--- src/rtl/cmd_fetch.sv ---
// cmd_fetch: command memory read sequencer with 1-cycle read latency absorption and a 2-entry skid buffer
module cmd_fetch #(
  parameter int CMD_WIDTH  = 128,
  parameter int ADDR_WIDTH = 8
) (
  input  logic                  clk,
  input  logic                  reset,
  input  logic                  start,
  input  logic [ADDR_WIDTH-1:0] start_addr,
  input  logic                  stop,
  input  logic                  jump_en,
  input  logic [ADDR_WIDTH-1:0] jump_addr,
  output logic [ADDR_WIDTH-1:0] mem_addr,
  input  logic [CMD_WIDTH-1:0]  mem_cmd,
  output logic [CMD_WIDTH-1:0]  cmd_out,
  output logic [ADDR_WIDTH-1:0] cmd_pc,
  output logic                  cmd_valid,
  input  logic                  cmd_ready,
  output logic                  busy
);
  typedef enum logic {IDLE, RUN} state_t;
  state_t                state_q, state_d;
  logic [ADDR_WIDTH-1:0] ptr_q, ptr_d, fly_addr_q, fly_addr_d;
  logic                  fly_q, fly_d;
  logic [1:0]            cnt_q, cnt_d, cnt_dq;
  logic [CMD_WIDTH-1:0]  buf_cmd_q [2];
  logic [CMD_WIDTH-1:0]  buf_cmd_d [2];
  logic [ADDR_WIDTH-1:0] buf_pc_q [2];
  logic [ADDR_WIDTH-1:0] buf_pc_d [2];
  logic                  deq, slot, issue;
  assign mem_addr  = ptr_q;
  assign cmd_out   = buf_cmd_q[0];
  assign cmd_pc    = buf_pc_q[0];
  assign cmd_valid = cnt_q != 2'd0;
  assign busy      = state_q == RUN;
  assign deq       = cmd_valid & cmd_ready;
  assign cnt_dq    = cnt_q - {1'b0, deq};
  assign slot      = cnt_dq != 2'd0;
  // occupancy counts the landing read, so the buffer can never overflow
  assign issue     = (cnt_dq + {1'b0, fly_q}) < 2'd2;
  always_comb begin
    state_d    = state_q;
    ptr_d      = ptr_q;
    fly_d      = fly_q;
    fly_addr_d = fly_addr_q;
    cnt_d      = cnt_q;
    buf_cmd_d  = buf_cmd_q;
    buf_pc_d   = buf_pc_q;
    if (deq) begin
      buf_cmd_d[0] = buf_cmd_q[1];
      buf_pc_d[0]  = buf_pc_q[1];
    end
    if (state_q == IDLE) begin
      state_d = start ? RUN : IDLE;
      ptr_d   = start ? start_addr : ptr_q;
    end else if (stop || jump_en) begin
      state_d = stop ? IDLE : RUN;
      ptr_d   = stop ? ptr_q : jump_addr;
      cnt_d   = 2'd0;
      fly_d   = 1'b0;
    end else begin
      if (fly_q) begin
        buf_cmd_d[slot] = mem_cmd;
        buf_pc_d[slot]  = fly_addr_q;
      end
      cnt_d      = cnt_dq + {1'b0, fly_q};
      fly_d      = issue;
      fly_addr_d = ptr_q;
      ptr_d      = ptr_q + ADDR_WIDTH'(issue);
    end
  end
  always_ff @(posedge clk or posedge reset) begin
    if (reset) begin
      state_q    <= IDLE;
      ptr_q      <= '0;
      fly_q      <= 1'b0;
      fly_addr_q <= '0;
      cnt_q      <= 2'd0;
      buf_cmd_q  <= '{default: '0};
      buf_pc_q   <= '{default: '0};
    end else begin
      state_q    <= state_d;
      ptr_q      <= ptr_d;
      fly_q      <= fly_d;
      fly_addr_q <= fly_addr_d;
      cnt_q      <= cnt_d;
      buf_cmd_q  <= buf_cmd_d;
      buf_pc_q   <= buf_pc_d;
    end
  end
endmodule

--- config.mk ---
export PLATFORM = sky130hd
export DESIGN_NAME = cmd_fetch
export DESIGN_NICKNAME = d
export VERILOG_FILES = /design/src/rtl/cmd_fetch.sv
export SDC_FILE = /design/constraint.sdc
export NUM_CORES = 1
export LEC_CHECK = 0
export ABC_AREA = 1
export BUFFER_PORTS_ARGS = -buffer_cell sky130_fd_sc_hd__clkbuf_2
export CAP_MARGIN = 20
export CORE_MARGIN = 2
export CORE_UTILIZATION = 55
export CTS_CLUSTER_SIZE = 14
export DETAILED_ROUTE_END_ITERATION = 16
export PLACE_DENSITY_LB_ADDON = 0.08
export SYNTH_ARGS = -nofsm -noshare
export SYNTH_HDL_FRONTEND = slang
export SYNTH_SLANG_ARGS = --single-unit
--- constraint.sdc ---
create_clock -name clk -period 9.95 [get_ports clk]
set_clock_uncertainty 0.15 [all_clocks]
set_input_delay 0.4975 -clock clk [delete_from_list [all_inputs] [get_ports clk]]
set_output_delay 0.4975 -clock clk [all_outputs]
set_load 0.02 [all_outputs]
==> run_results.csv <==
group,metric,value,unit
yosys,synth.distinct_cells,22,
place,dp.final_hpwl,19.3,mm
clocking,cts_resized,0,
critical_path,crit_path_max_fanout,114,
global_route,grt_max_degree,145,
power_and_ir_drop,p_total,0.00468,W
critical_path,crit_path_start,"cnt_q[1]$_DFFE_PP0P_",
yosys,ys_seq_area_share,52.4,%
clocking,cts_buffers,30,
yosys,synth-edff-count,0,
floorplan,fp.dieH,163,um
layout,num-fill-cells,2266,
route,ant_nets,0,
layout,n_antenna_cell,0,
route,via_count,10700,
global_route,grt_pass1_vias,9988,
job,max-cap-violations,0,
clocking,cts_setup_buffers,0,
clocking,h-tree-depth,1,
yosys,yosysWarnings,0,
yosys,synth_seq_cells,292,
yosys,synthArstFlopShare,100,%
critical_path,worst-setup-path-type,"flip-flop to flip-flop",
floorplan,num_io_pins,296,
timing,hold_viol,0,
place,io_buffers,295,
yosys,avgSynthCellArea,8.00,sq um
critical_path,crit_arrival,4370,ps
timing,setup-tns-final,0,ps
critical_path,timing.rr.start,"cnt_q[1]$_DFFE_PP0P_",
power_and_ir_drop,power_density,303,mW/mm^2
yosys,synth_top_area_share,52.4,%
layout,area_growth,11.1,%
floorplan,rows,58,
global_route,grt_usage,23.1,%
route,dr.first_iter.drc_count,880,
yosys,yosys-top-cells-area,"dfrtp_1, nand2_1, buf_4, o21ai_0, inv_1",
layout,multiInputGateArea,0.00449,sq mm
clocking,clk_latency,540,ps
layout,fin_nets,2003,
power_and_ir_drop,power_leakage,8.75,nW
timing,slew_headroom,30.9,%
global_route,grt_pass1_wl,50.2,mm
floorplan,dieWidth,163,um
floorplan,initial_core_util,55.7,%
route,drc,0,
clocking,clockRootBuffer,"clkbuf_16",
worst_hold_path,hold_class,"input port to async pin",
floorplan,dieArea,0.0266,sq mm
yosys,synth_most_common_cell,"nand2_1",
timing,tightestPinTransition,1040,ps
timing,max_freq,241,MHz
clocking,cts_max_path_buffers,3,
floorplan,coreArea,0.0250,sq mm
route,via_per_inst,4.85,
yosys,syn_area,0.0139,sq mm
route,wl,30.7,mm
yosys,synth_common_cells,"nand2_1, dfrtp_1, o21ai_0",
route,wl_per_cell,13.9,um
timing,finalCritPeriodShare,41.6,%
critical_path,cp_data_required_time,10170,ps
yosys,synthFlopType,"dfrtp_1",
layout,seq_area,0.00731,sq mm
yosys,synthCells,1742,
timing,maxSlewViolCount,0,
clocking,cts_hold_buf,0,
critical_path,end_kind,"flip-flop",
layout,drive_above_1_share,19.7,%
outcome,status,"finished, final reports clean",
timing,setup_viol_count_final,0,
timing,rsz0062_at_grt,"false",
yosys,synth.net_count,1896,
global_route,overflow,0,
place,gp_congestion,0.793,
clocking,cts.clk_slew.worst_paths,60,ps
critical_path,startpoint_type,"flip-flop",
clocking,clkSinkCount,292,
yosys,yosysTopAreaCell,"dfrtp_1",
global_route,antenna_found_initial,3,
power_and_ir_drop,peakVddDrop,0.165,mV
route,dr.pass1.iters,5,
clocking,cts_tree,"done",
timing,min_period,4140,ps
## critical path, stage by stage (launching register included)
cell and delay [ps]:
dfrtp_1 360, inv_2 50, nand2_1 140, nand2_4 390, inv_4 560, ha_1 270, inv_1 50, nand2_1 70
nand2_1 110, o21ai_4 610, buf_4 890, o21ai_0 220
## power breakdown
part,total [W],internal [W],leakage [nW],switching (W)
clock network,0.00121,0.000742,0.524,0.000464
registers,0.00200,0.00170,3.84,0.000308
logic,0.00147,0.000543,4.40,0.000930
## logic make-up (layout without fill, tap and decap cells)
kind of cell / after synthesis / count (layout) / share of synthesized area [%]
adder cells (fa/ha/maj): 4 / 4 / 0.359
XOR/XNOR: 2 / 2 / 0.126
AO/OA/AOI/OAI: 305 / 305 / 11.2
AND/OR/NAND/NOR: 753 / 753 / 20.4
buffers and inverters: 386 / 516 / 15.5
flip-flops: 292 / 292 / 52.4
## cell usage in the layout, fill, tap and decap left out, drive strengths merged
master / netlist / layout
nand2: 717 / 717
clkbuf: 37 / 339
dfrtp: 292 / 292
o21ai: 287 / 287
inv: 153 / 153
nor2: 22 / 22
a21oi: 15 / 15
buf: 196 / 13
nand3: 12 / 12
clkinv: 0 / 5
bufinv: 0 / 5
ha: 4 / 4
nand4: 2 / 2
o22ai: 2 / 2
o211ai: 1 / 1
xor2: 1 / 1
xnor2: 1 / 1
clkinvlp: 0 / 1
## final cells by class
type / instances / area share (%)
clock buffers: 44 / 5.72
clock inverters: 11 / 1.18
inverters: 153 / 3.78
multi-input cells: 1064 / 29.0
flip-flops and latches: 292 / 47.2
well taps: 330 / 2.67
repair buffers: 308 / 10.4
## final timing paths
kind	endpoint	depth (start not counted)	slack [ps]
hold reg to reg	flip-flop	2	330
hold / removal	cmd_out[25]$_DFF_PP0_	2	6
setup / recovery	flip-flop	11	5810
setup reg to reg	flip-flop	11	5810
min in group clk	cmd_out[72]$_DFF_PP0_	3	40
max in group asynchronous	async pin	3	8130
## per-layer routing
| layer | track usage, % | part of all wire, % | up-vias |
|---|---|---|---|
| met2 | 35.3 | 44 | 300 |
| met1 | 34.0 | 47 | 4861 |
| met3 | 4.80 | 6.6 | 44 |
| li1 | - | - | 5465 |
| met4 | 5.35 | 1.8 | 6 |
| met5 | 0 | 0.14 | - |
## through the flow
| stage | hold WS (ps) | worst slack (ps) | std cells | instance area [sq um] | util, % |
|---|---|---|---|---|---|
| after CTS | 20.2 | 5720 | 2200 | 15400 | 61.6 |
| final | 5.72 | 5810 | 2202 | 15500 | 61.8 |
| after detailed placement | 323 | 5690 | 2145 | 14400 | 57.3 |
| after floorplan | 303 | 1240 | 1742 | 13900 | - |
| after global routing | 28.9 | 5360 | 2202 | 15500 | 61.8 |
| after global placement | 315 | 5790 | 2145 | 14400 | 57.3 |
No activity file was read; power rests on OpenSTA's default activity.
